$ cat src/rtl/udp_frame_tx_if.sv
// Bundles the header-RAM fetch bus, the GMII-style transmit pair and the
// frame control/status handshake of the UDP frame transmitter.
interface udp_frame_tx_if;
  logic       start;
  logic [7:0] hdr_addr;
  logic       hdr_rd_en;
  logic [7:0] hdr_data;
  logic [7:0] txd;
  logic       tx_en;
  logic       busy;
  logic       done;

  modport master (
    input  start,
    input  hdr_data,
    output hdr_addr,
    output hdr_rd_en,
    output txd,
    output tx_en,
    output busy,
    output done
  );

  modport slave (
    output start,
    output hdr_data,
    input  hdr_addr,
    input  hdr_rd_en,
    input  txd,
    input  tx_en,
    input  busy,
    input  done
  );
endinterface

$ cat src/rtl/udp_frame_tx.sv
// Byte-serial Ethernet transmitter: preamble/SFD, header RAM bytes, zero pad,
// CRC-32 FCS, then the inter-frame gap before another start is taken.
module udp_frame_tx #(
  parameter int FRAME_LEN = 50,
  parameter int MIN_FRAME = 60,
  parameter int IFG       = 12
) (
  input  logic             clk,
  input  logic             rst_n,
  udp_frame_tx_if.master   bus
);

  localparam logic [31:0] CRC_POLY = 32'hEDB88320;
  localparam logic [31:0] CRC_INIT = 32'hFFFFFFFF;
  localparam bit          HAS_PAD  = (MIN_FRAME > FRAME_LEN);
  localparam int          PAD_LEN  = HAS_PAD ? (MIN_FRAME - FRAME_LEN) : 1;
  localparam logic [7:0]  LAST_PRE = 8'd6;
  localparam logic [7:0]  LAST_HDR = 8'(FRAME_LEN - 1);
  localparam logic [7:0]  LAST_PAD = 8'(PAD_LEN - 1);
  localparam logic [7:0]  LAST_FCS = 8'd3;
  localparam logic [7:0]  LAST_GAP = 8'(IFG - 1);

  typedef enum logic [2:0] {
    S_IDLE,
    S_PRE,
    S_SFD,
    S_HDR,
    S_PAD,
    S_FCS,
    S_GAP
  } state_t;

  state_t      state_reg, state_next;
  logic [7:0]  cnt_reg, cnt_next;
  logic [31:0] crc_reg, crc_next;
  logic [7:0]  txd_reg, txd_next;
  logic        tx_en_reg, tx_en_next;
  logic        busy_reg, busy_next;
  logic        done_reg, done_next;

  logic        hdr_fetch;
  logic [7:0]  crc_in;
  logic [31:0] crc_chain [0:8];
  logic [31:0] fcs_word;
  logic [7:0]  fcs_byte;

  // The RAM answers combinationally, so the fetch address is simply the byte
  // counter while in HDR; the byte lands on txd at the closing edge.
  assign hdr_fetch     = (state_reg == S_HDR);
  assign bus.hdr_addr  = hdr_fetch ? cnt_reg : 8'h00;
  assign bus.hdr_rd_en = hdr_fetch;

  assign bus.txd   = txd_reg;
  assign bus.tx_en = tx_en_reg;
  assign bus.busy  = busy_reg;
  assign bus.done  = done_reg;

  // One byte of reflected CRC-32 per cycle, unrolled bit by bit (LSB first).
  assign crc_in       = hdr_fetch ? bus.hdr_data : 8'h00;
  assign crc_chain[0] = crc_reg;

  generate
    for (genvar gi = 0; gi < 8; gi++) begin : g_crc_bit
      assign crc_chain[gi+1] = (crc_chain[gi][0] ^ crc_in[gi])
                             ? ((crc_chain[gi] >> 1) ^ CRC_POLY)
                             : (crc_chain[gi] >> 1);
    end
  endgenerate

  assign fcs_word = ~crc_reg;
  assign fcs_byte = fcs_word[{cnt_reg[1:0], 3'b000} +: 8];

  always_ff @(posedge clk or negedge rst_n) begin
    if (!rst_n) begin
      state_reg <= S_IDLE;
      cnt_reg   <= 8'h00;
      crc_reg   <= CRC_INIT;
      txd_reg   <= 8'h00;
      tx_en_reg <= 1'b0;
      busy_reg  <= 1'b0;
      done_reg  <= 1'b0;
    end else begin
      state_reg <= state_next;
      cnt_reg   <= cnt_next;
      crc_reg   <= crc_next;
      txd_reg   <= txd_next;
      tx_en_reg <= tx_en_next;
      busy_reg  <= busy_next;
      done_reg  <= done_next;
    end
  end

  always_comb begin
    state_next = state_reg;
    cnt_next   = cnt_reg;
    crc_next   = crc_reg;
    txd_next   = 8'h00;
    tx_en_next = 1'b0;
    done_next  = 1'b0;
    // Registered from the current state so busy drops one edge after GAP
    // ends, the same edge at which a waiting start is accepted.
    busy_next  = (state_reg != S_IDLE);

    unique case (state_reg)
      S_IDLE: begin
        if (bus.start) begin
          state_next = S_PRE;
          cnt_next   = 8'h00;
        end
      end

      S_PRE: begin
        txd_next   = 8'h55;
        tx_en_next = 1'b1;
        crc_next   = CRC_INIT;
        if (cnt_reg == LAST_PRE) begin
          state_next = S_SFD;
          cnt_next   = 8'h00;
        end else begin
          cnt_next = cnt_reg + 8'd1;
        end
      end

      S_SFD: begin
        txd_next   = 8'hD5;
        tx_en_next = 1'b1;
        state_next = S_HDR;
        cnt_next   = 8'h00;
      end

      S_HDR: begin
        txd_next   = bus.hdr_data;
        tx_en_next = 1'b1;
        crc_next   = crc_chain[8];
        if (cnt_reg == LAST_HDR) begin
          state_next = HAS_PAD ? S_PAD : S_FCS;
          cnt_next   = 8'h00;
        end else begin
          cnt_next = cnt_reg + 8'd1;
        end
      end

      S_PAD: begin
        txd_next   = 8'h00;
        tx_en_next = 1'b1;
        crc_next   = crc_chain[8];
        if (cnt_reg == LAST_PAD) begin
          state_next = S_FCS;
          cnt_next   = 8'h00;
        end else begin
          cnt_next = cnt_reg + 8'd1;
        end
      end

      S_FCS: begin
        txd_next   = fcs_byte;
        tx_en_next = 1'b1;
        if (cnt_reg == LAST_FCS) begin
          state_next = S_GAP;
          cnt_next   = 8'h00;
        end else begin
          cnt_next = cnt_reg + 8'd1;
        end
      end

      S_GAP: begin
        // First gap cycle is the one in which the frame is reported complete.
        done_next = (cnt_reg == 8'h00);
        if (cnt_reg == LAST_GAP) begin
          state_next = S_IDLE;
          cnt_next   = 8'h00;
        end else begin
          cnt_next = cnt_reg + 8'd1;
        end
      end

      default: begin
        state_next = S_IDLE;
        cnt_next   = 8'h00;
      end
    endcase
  end

endmodule

$ cat src/flat_wrapper.sv
// flat-port wrapper written by rule: the top's interface ports become plain ports
module udp_frame_tx_flat 
#(
  parameter int FRAME_LEN = 50,
  parameter int MIN_FRAME = 60,
  parameter int IFG       = 12
)
  (clk, rst_n, bus_start, bus_hdr_data, bus_hdr_addr, bus_hdr_rd_en, bus_txd, bus_tx_en, bus_busy, bus_done);
  udp_frame_tx_if bus_i ();
  input  logic clk;
  input  logic rst_n;
  input wire logic [$bits(bus_i.start)-1:0] bus_start;
  input wire logic [$bits(bus_i.hdr_data)-1:0] bus_hdr_data;
  output wire logic [$bits(bus_i.hdr_addr)-1:0] bus_hdr_addr;
  output wire logic [$bits(bus_i.hdr_rd_en)-1:0] bus_hdr_rd_en;
  output wire logic [$bits(bus_i.txd)-1:0] bus_txd;
  output wire logic [$bits(bus_i.tx_en)-1:0] bus_tx_en;
  output wire logic [$bits(bus_i.busy)-1:0] bus_busy;
  output wire logic [$bits(bus_i.done)-1:0] bus_done;
  assign bus_i.start = bus_start;
  assign bus_i.hdr_data = bus_hdr_data;
  assign bus_hdr_addr = bus_i.hdr_addr;
  assign bus_hdr_rd_en = bus_i.hdr_rd_en;
  assign bus_txd = bus_i.txd;
  assign bus_tx_en = bus_i.tx_en;
  assign bus_busy = bus_i.busy;
  assign bus_done = bus_i.done;
  udp_frame_tx #(.FRAME_LEN(FRAME_LEN), .MIN_FRAME(MIN_FRAME), .IFG(IFG)) u_core (.clk(clk), .rst_n(rst_n), .bus(bus_i));
endmodule
$ cat config.mk
export PLATFORM = sky130hd
export DESIGN_NAME = udp_frame_tx_flat
export DESIGN_NICKNAME = d
export VERILOG_FILES = /design/src/rtl/udp_frame_tx_if.sv /design/src/rtl/udp_frame_tx.sv /design/src/flat_wrapper.sv
export SDC_FILE = /design/constraint.sdc
export NUM_CORES = 1
export LEC_CHECK = 0
export ABC_AREA = 1
export BUFFER_PORTS_ARGS = -buffer_cell sky130_fd_sc_hd__buf_2
export CORE_UTILIZATION = 35
export DETAILED_ROUTE_END_ITERATION = 8
export PLACE_DENSITY = 0.52
export SYNTH_ARGS = -nofsm -noshare
export SYNTH_HDL_FRONTEND = slang
export SYNTH_SLANG_ARGS = --single-unit
$ cat constraint.sdc
create_clock -name clk -period 4 [get_ports clk]
set_input_delay 0.2 -clock clk [delete_from_list [all_inputs] [get_ports clk]]
set_output_delay 0.2 -clock clk [all_outputs]
set_load 0.02 [all_outputs]
After elaboration in Yosys (flattened, before gate mapping)
Index checks and enable logic that the tools add are counted.
Operators by class
  equality and inequality tests: 17
  mux-type cells: 28
  $add $sub $neg: 1
  bitwise operators: 17
  shifts and indexed selects: 1
  reduce and logical (&&, ||, !) cells: 7
Operators by type and width (number)
  $mux W32: 8
  $not A13 Y14: 8
  $mux W8: 8
  $pmux W32 S2: 1
  $pmux W8 S6: 1
  $not A32 Y32: 1
  $pmux W8 S4: 1
  $shiftx A32 B6 Y8: 1
  $pmux W3 S7: 1
  $mux W3: 6
  $eq A8 B4 Y1 const B: 2
  $eq A3 B3 Y1 const B: 3
  $add A8 B1 Y8 const B: 1
  $eq A8 B2 Y1 const B: 1
  $eq A8 B3 Y1 const B: 1
  $eq A8 B6 Y1 const B: 1
  $logic_not A8 Y1: 1
  $ne A2 B1 Y1 const B: 4
  $xor A1 B1 Y1: 8
  $eq A3 B2 Y1 const B: 2
  $reduce_and A6 Y1: 1
  $reduce_or A5 Y1: 1
  $ne A2 B2 Y1 const B: 2
  $eq A3 B1 Y1 const B: 1
  5 further kinds: 6
Word-level totals
  logic and storage cells: 78
  bits of input ports: 11
  flip-flop bits (word level): 54

Depth between registers and ports, before layout
Gate-level depths: netlist of run 1.
  depth in word-level cells: 19
  mapped depth: 15
  mapped depth without buffers: 15

Worst setup path before layout of run 1
OpenSTA, ideal clock, no wires.
  path kind: flip-flop to flip-flop
  from: register u_core.cnt_reg[0]
  to: register u_core.state_reg[0]
  cell stages (with the launch flop): 12
  data required time: 3923 ps
  setup slack: 2089 ps
  buffers on the path: 1
  arrival time: 1834 ps
  library setup time: 77 ps
  cells stage by stage: dfrtp_1 > inv_1 > clkbuf_1 > ha_1 > nand2_1 > nor2_1 > a21oi_1 > nor2_1 > nand3_1 > inv_1 > nand3_1 > o21ai_1
On the way
  word-level cells in the longest chain between the ends: 3
  elaborated cells between the ends (all ways): 11
  classes of those cells: eq/ne (10); reduce/logical (1)
Ends and longest elaborated chain
  start, declared: line udp_frame_tx.sv:34  | logic [7:0] cnt_reg, cnt_next;
  start signal, assigned: line udp_frame_tx.sv:84  | cnt_reg <= cnt_next;
  $eq A8 B6 Y1, or another cell as far along: line udp_frame_tx.sv:135  | if (cnt_reg == LAST_HDR) begin
  $ne A2 B2 Y1 (no line) or $ne A2 B1 Y1 (tied branches)
  $reduce_and A6 Y1 (no line) (*)
  end signal, assigned: line udp_frame_tx.sv:83  | state_reg <= state_next;
  end, declared: line udp_frame_tx.sv:33  | state_t state_reg, state_next;
Every way passes the cells marked *; elsewhere a longest branch is shown, timed or not.
A chain may end at the register's enable or synchronous reset.

Worst setup path in the final report of run 1
  from: register u_core.state_reg[1]
  to: register u_core.crc_reg[8]
On the way
  word-level cells in the longest chain between the ends: 14
  elaborated cells between the ends (all ways): 21
  classes of those cells: eq/ne (3); mux (10); bitwise (6); reduce/logical (2)
Ends and longest elaborated chain
  $eq A3 B2 Y1: line udp_frame_tx.sv:49, udp_frame_tx.sv:104
  $mux W8: line udp_frame_tx.sv:59  | assign crc_in = hdr_fetch ? bus.hdr_data : 8'h00;
  $xor A1 B1 Y1: line udp_frame_tx.sv:64  | assign crc_chain[gi+1] = (crc_chain[gi][0] ^ crc_in[gi])
  $mux W32 (6 in a row): line udp_frame_tx.sv:65  | ? ((crc_chain[gi] >> 1) ^ CRC_POLY)
  $xor A1 B1 Y1 or $not A13 Y14 (tied branches)
  $mux W32: line udp_frame_tx.sv:65
  $not A13 Y14 (no line)
  $mux W32: line udp_frame_tx.sv:65
  $pmux W32 S2: line udp_frame_tx.sv:104  | unique case (state_reg)
  end signal, assigned: line udp_frame_tx.sv:85  | crc_reg <= crc_next;
  end, declared: line udp_frame_tx.sv:35  | logic [31:0] crc_reg, crc_next;
Several ways; a longest one is shown, not always the timed one.

==> results of run 1 <==
[logic make-up (layout without fill, tap and decap cells)]
logic type | Yosys count | count (layout)
and+or+nand+nor | 301 | 301
buffers and inverters | 109 | 138
AOI/OAI and AO/OA | 86 | 86
DFF | 54 | 54
xor gates and xnor gates | 29 | 29
adders and majority gates | 4 | 4
[placed cells by master, fill, tap and decap left out, types with 6 or more instances in the layout]
cell	count
nand2_1	159
nor2_1	57
dfstp_2	32
o22ai_1	11
buf_2	30
nand2_2	22
xor2_1	24
a21oi_1	20
nand3_1	42
dfrtp_1	22
nor3_1	6
inv_1	92
o21ai_0	42
[critical path, stage by stage, from the launching register on]
cell and delay, ns:
dfrtp_1 0.57, nand2_2 0.11, nor2_4 0.35, nand3_1 0.13
nand2_1 0.54, nand2_1 0.20, nand2_2 0.20, nand2_1 0.09
nand2_2 0.13, nand2_1 0.06, nand2_1 0.06, o22ai_1 0.06
inv_1 0.08
[worst paths after layout]
path	endpoint	depth (start not counted)	startpoint	slack (ns)
min	u_core.cnt_reg[7]	2	rst_n	-0.001
max	u_core.crc_reg[8]	12	u_core.state_reg[1]	1.35
max reg2reg	u_core.crc_reg[8]	12	u_core.state_reg[1]	1.35
max in group asynchronous	u_core.bus.txd[5]	2	rst_n	3.53
min reg2reg	u_core.crc_reg[21]	2	u_core.crc_reg[21]	0.47
min in group clk	u_core.bus.txd[1]	3	bus_hdr_data[1]	0.15
[stage by stage]
stage / setup WS, ns / area, sq um
final: 1.348 / 4297
after global routing: 1.084 / 4297
after CTS: 1.329 / 4297
after detailed placement: 1.346 / 4212
after global placement: 1.517 / 4212
after floorplan: 2.089 / 3925
[final cells by class]
class                   count  share of cell area
multi-input cells         420              0.4889
flip-flops and latches     54              0.3238
inverters                  95             0.08299
repair buffers             35             0.04368
well taps                 140             0.04077
clock buffers               5             0.01602
clock inverters             3            0.003786
[synthesized netlist by cell type (7+ instances only)]
library cell	instances	area, sq um
o21ai_0	42	210.2
nand2_2	22	137.6
clkbuf_1	7	26.28
a21oi_1	20	100.1
xor2_1	24	210.2
inv_1	92	345.3
dfrtp_1	22	550.5
dfstp_2	32	840.8
nand3_1	42	210.2
nand2_1	159	596.8
o22ai_1	11	68.82
nor2_1	57	214.0
[power by group through the flow]
| stage | logic [mW] | registers [mW] | clock network [mW] |
|---|---|---|---|
| 6_report | 2.70 | 1.07 | 0.319 |
| 5_1_grt | 3.08 | 1.10 | 0.349 |
| 4_1_cts | 2.70 | 1.07 | 0.333 |
| 3_5_place_dp | 2.69 | 1.08 | 0 |
| 3_3_place_gp | 2.65 | 1.07 | 0 |
| 2_1_floorplan | 2.01 | 1.06 | 0 |
[per-layer routing]
layer,global-route usage,share of wire,up-vias
met5,0,0,-
met4,0.05186,0.013,0
met3,0.02482,0.042,8
met2,0.3544,0.46,78
met1,0.2797,0.48,1698
li1,-,-,1874
==> flow_metrics.py, run 1 <==
metrics = {
    "routing": {
        "routed_via_density": 4.864,
        "dr.pass1.iters": 5,
        "post-route-drc-count": 0,
        "vias": 3658,
        "drt_iter0_drc": 235,
        "postRouteAntennaNets": 0,
        "wl_per_cell_um": 15.02,
        "routed_wl_mm": 11.30,
    },
    "global_routing": {
        "grt_use_total": 0.2087,
        "grt_max_degree": 55,
        "gr-total-overflow": 0,
        "antenna_found_initial": 0,
        "grt_pass1_vias": 3541,
        "grt_pass1_wl_mm": 18.40,
    },
    "place": {
        "gp_congestion": 0.8747,
        "hpwl_mm": 8.241,
        "port_buffers": 30,
        "post-place-cells": 744,
    },
    "sta": {
        "skew_ns": 0.01346,
        "slew_headroom": 0.4389,
        "max_freq_ghz": 0.3770,
        "fin_crit_ns": 2.652,
        "report.final.slew_viol_count": 0,
        "hold-worst-slack_ns": -0.001031,
        "timing.final.hold_violations": 1,
        "fin_crit_sh": 0.6631,
        "rsz0062_at_grt": "false",
        "finalSetupTns_ns": 0,
        "worstMarginPinSlew_ns": 0.8407,
        "setup_viol": 0,
    },
    "layout": {
        "largest_reg_flops": 32,
        "fill_cells": 1182,
        "layout.nets": 626,
        "multi_input_area_sq_mm": 0.002101,
        "syn2layout_area_growth_pct": 9.468,
        "instances_no_fill": 752,
        "diodes": 0,
        "utilization": 0.3946,
        "drive_gt1_frac": 0.1781,
        "seq_area_sq_mm": 0.001391,
    },
    "pwr": {
        "p_sw_frac": 0.5500,
        "cellPowerDensity_mw_per_mm2": 950.8,
        "internal_power_mw": 1.838,
        "total_power_mw": 4.085,
        "p_leak_nw": 2.246,
        "combPwrFrac": 0.661,
        "power.switching_mw": 2.247,
        "clock_power_share": 0.078,
        "seqPwrFrac": 0.261,
        "ir_drop_v": 0.0003400,
    },
    "critical_path": {
        "cp_max_fo": 13,
        "crit_required_ns": 4.27,
        "cp.arrival_ns": 2.92,
        "end_kind": "flop",
        "critPathKind": "flop to flop",
        "startpoint_type": "flop",
    },
    "synth": {
        "synthMuxAreaShare": 0,
        "synth_flop_cell": "dfstp_2",
        "syn-cell-area_sq_mm": 0.003925,
        "synth_xor_area_frac": 0.06949,
        "synth_compound_area_frac": 0.1179,
        "syn_nets": 598,
        "yosysSeqAreaShare": 0.3545,
        "synthDistinctLibCells": 34,
        "synth_top_family_by_area": "simple AND/OR/NAND/NOR gates",
        "ys_ff_latch": 54,
        "synth_simple_gate_area_frac": 0.3350,
        "async_flop_share": 1.000,
        "syn_avg_cell_area_sq_um": 6.732,
        "synthCells": 583,
        "synth_edf_count": 0,
        "synth_warnings": 0,
        "synthAdderAreaFrac": 0.01275,
    },
    "clock_network": {
        "cts_max_path_buffers": 2,
        "cts_setup_buffers": 0,
        "cts_sinks": 54,
        "cts-resized-gates": 0,
        "cts_tree": "yes",
        "clk_latency_ns": 0.33,
        "root_buffer": "clkbuf_8",
        "cts_hold_buf": 0,
        "h-tree-depth": 2,
        "cts_made_buffers": 5,
        "cts.clk_slew.worst_paths_ns": 0.10,
    },
    "floorplan": {
        "io-pin-count": 31,
        "die_y_um": 107.9,
        "dieArea_sq_mm": 0.01164,
        "coreArea_sq_mm": 0.01089,
        "placementRows": 38,
        "initial_core_util": 0.3605,
        "die_w_um": 107.9,
    },
    "status": {
        "violations": "negative hold slack",
        "status": "complete, but fails checks",
    },
    "flow_run": {
        "drv_cap": 0,
    },
    "hold_path": {
        "hold_class": "input port to async pin",
    },
}
Power figures use the tool's default switching activity.
==> run 2, diff against run 1 <==
- clock period: 4 -> 2.49 ns (I/O delays scaled with it)
==> run 2 against run 1 <==
The run now ends clean. Clock skew down 0.0013 ns. Via count up 3.1%. Die area unchanged. Fmax up 20%. Setup slack worse by 1.1 ns. Worst hold slack better by 0.041 ns. Wire length up 1.2%. Cell area up 2.7%. Sequential share of layout area down 0.86 points. Global-route usage up 0.13 points. Register-to-register slack worse by 1.1 ns. Non-clock buffer count up 13. Largest power group unchanged.
==> flow_metrics.py, run 2 (synthesis results as in run 1) <==
metrics = {
    "critical_path": {
        "cp.depth": 14,
        "crit_required_ns": 2.78,
        "timing.rr.end": "u_core.crc_reg[16]",
        "reg2reg_from": "u_core.state_reg[1]",
        "cp.arrival_ns": 2.50,
        "slowest_stage": "dfrtp_1",
        "end_kind": "flop",
        "rrSetupSlack_ns": 0.28,
        "critPathKind": "flop to flop",
        "cpMostUsedCell": "nand2_1",
        "max_stage_delay_ns": 0.57,
        "startpoint_type": "flop",
        "crit_end": "u_core.crc_reg[16]",
        "path_buf_inv": 3,
        "worstPathCellList": "nand2_2 > nor2_4 > buf_4 > nand2_1 > nand2_1 > nand2_4 > inv_2 > nand2_2 > nand2_2 > nand2_1 > nand2_1 > nor2_1 > o21bai_1 > inv_1",
        "critPathLaunch": "u_core.state_reg[1]",
        "critPathTopFamily": "simple AND/OR/NAND/NOR gates",
        "worstRegToRegCells": 14,
        "cp_max_fo": 11,
    },
    "pwr": {
        "power.switching_mw": 3.692,
        "clock_power_share": 0.081,
        "internal_power_mw": 3.090,
        "p_sw_frac": 0.5443,
        "cellPowerDensity_mw_per_mm2": 1536,
        "p_leak_nw": 2.316,
        "seqPwrFrac": 0.250,
        "ir_drop_v": 0.0005813,
        "combPwrFrac": 0.669,
    },
    "routing": {
        "routed_via_density": 4.929,
        "routed_wl_mm": 11.43,
        "postRouteAntennaNets": 0,
        "dr.pass1.iters": 5,
        "drt_iter0_drc": 237,
        "vias": 3771,
        "post-route-drc-count": 0,
        "wl_per_cell_um": 14.95,
    },
    "sta": {
        "max_freq_ghz": 0.4521,
        "rsz0062_at_grt": "false",
        "fin_crit_ns": 2.212,
        "fin_crit_sh": 0.8884,
        "finalSetupTns_ns": 0,
        "slew_headroom": 0.4599,
        "worstMarginPinSlew_ns": 0.8101,
        "timing.final.hold_violations": 0,
        "report.final.slew_viol_count": 0,
        "setup_viol": 0,
        "skew_ns": 0.01213,
        "hold-worst-slack_ns": 0.03952,
    },
    "clock_network": {
        "cts_max_path_buffers": 2,
        "cts-resized-gates": 0,
        "root_buffer": "clkbuf_8",
        "cts_made_buffers": 5,
        "cts_sinks": 54,
        "cts.clk_slew.worst_paths_ns": 0.12,
        "h-tree-depth": 2,
        "cts_tree": "yes",
        "clk_latency_ns": 0.35,
    },
    "floorplan": {
        "die_w_um": 107.9,
        "coreArea_sq_mm": 0.01089,
        "placementRows": 38,
        "io-pin-count": 31,
        "dieArea_sq_mm": 0.01164,
        "initial_core_util": 0.3605,
        "die_y_um": 107.9,
    },
    "global_routing": {
        "grt_max_degree": 36,
        "gr-total-overflow": 0,
        "grt_use_total": 0.2100,
        "antenna_found_initial": 0,
        "grt_pass1_vias": 3560,
        "grt_pass1_wl_mm": 18.25,
    },
    "place": {
        "hpwl_mm": 8.408,
        "gp_congestion": 0.8933,
        "port_buffers": 30,
    },
    "layout": {
        "final_cell_mix": "159 x nand2_1, 92 x inv_1, 57 x nor2_1, 42 x o21ai_0, 42 x nand3_1",
        "drive_gt1_frac": 0.1952,
        "diodes": 0,
        "fill_cells": 1166,
        "layout.nets": 639,
        "mostFrequentLayoutCell": "nand2_1",
        "syn2layout_area_growth_pct": 12.46,
        "largest_reg_flops": 32,
    },
    "hold_path": {
        "hold_class": "input port to flop",
        "hold_path_depth": 3,
    },
    "status": {
        "status": "complete, no violations",
    },
    "flow_run": {
        "drv_cap": 0,
    },
}
-- run 2: what timing repair did --
action	4_1_cts	5_1_grt
buffers inserted	0	4
endpoints found under the setup margin	0	1
hold buffers	1	0
hold endpoints to repair	22	0
-- run 2: final cells by class --
class / instances / area, sq um / area share
Clock inverter: 3 / 21.27 / 0.004819
Clock buffer: 5 / 68.82 / 0.01559
Multi-Input combinational cell: 420 / 2101 / 0.4759
Timing Repair Buffer: 48 / 300.3 / 0.06803
Tap cell: 140 / 175.2 / 0.03968
Inverter: 95 / 356.6 / 0.08078
Sequential cell: 54 / 1391 / 0.3152
-- run 2: worst min path at each step --
stage | startpoint | end | slack [ns]
final | bus_hdr_data[3] | u_core.bus.txd[3] | 0.04
after global placement | rst_n | u_core.cnt_reg[7] | 0.24
after detailed placement | rst_n | u_core.cnt_reg[6] | 0.26
after floorplan | rst_n | u_core.bus.busy | -0.17
after CTS | bus_hdr_data[3] | u_core.bus.txd[3] | 0.03
after global routing | bus_hdr_data[2] | u_core.bus.txd[2] | 0.06
-- run 2: worst min-delay path, cell delays in order --
cell	delay [ns]
buf_2	0.10
nand2_2	0.06
o31ai_1	0.06
-- run 2: metal layers --
metal  GRT usage  part of all wire
met2      0.3439              0.46
met1      0.2776              0.48
met3     0.02966             0.049
met5           0                 0
met4     0.08219             0.017
-- run 2: power by group through the flow --
| stage | sequential, mW | combinational [mW] | clock (mW) |
|---|---|---|---|
| 6_report | 1.69 | 4.54 | 0.551 |
| 5_1_grt | 1.75 | 5.08 | 0.595 |
| 3_3_place_gp | 1.70 | 4.46 | 0 |
| 2_1_floorplan | 1.70 | 3.24 | 0 |
| 3_5_place_dp | 1.70 | 4.47 | 0 |
| 4_1_cts | 1.69 | 4.49 | 0.574 |
-- run 2: metrics by stage --
step,utilization,cells,setup WS (ns),total power [mW],area [sq um]
5_1_grt,0.4054,765,0.06969,7.425,4414
3_3_place_gp,0.3935,752,0.3140,6.154,4284
6_report,0.4054,765,0.2780,6.782,4414
3_5_place_dp,0.3935,752,0.2615,6.172,4284
2_1_floorplan,-,583,0.5791,4.934,3925
4_1_cts,0.4027,761,0.2191,6.750,4384
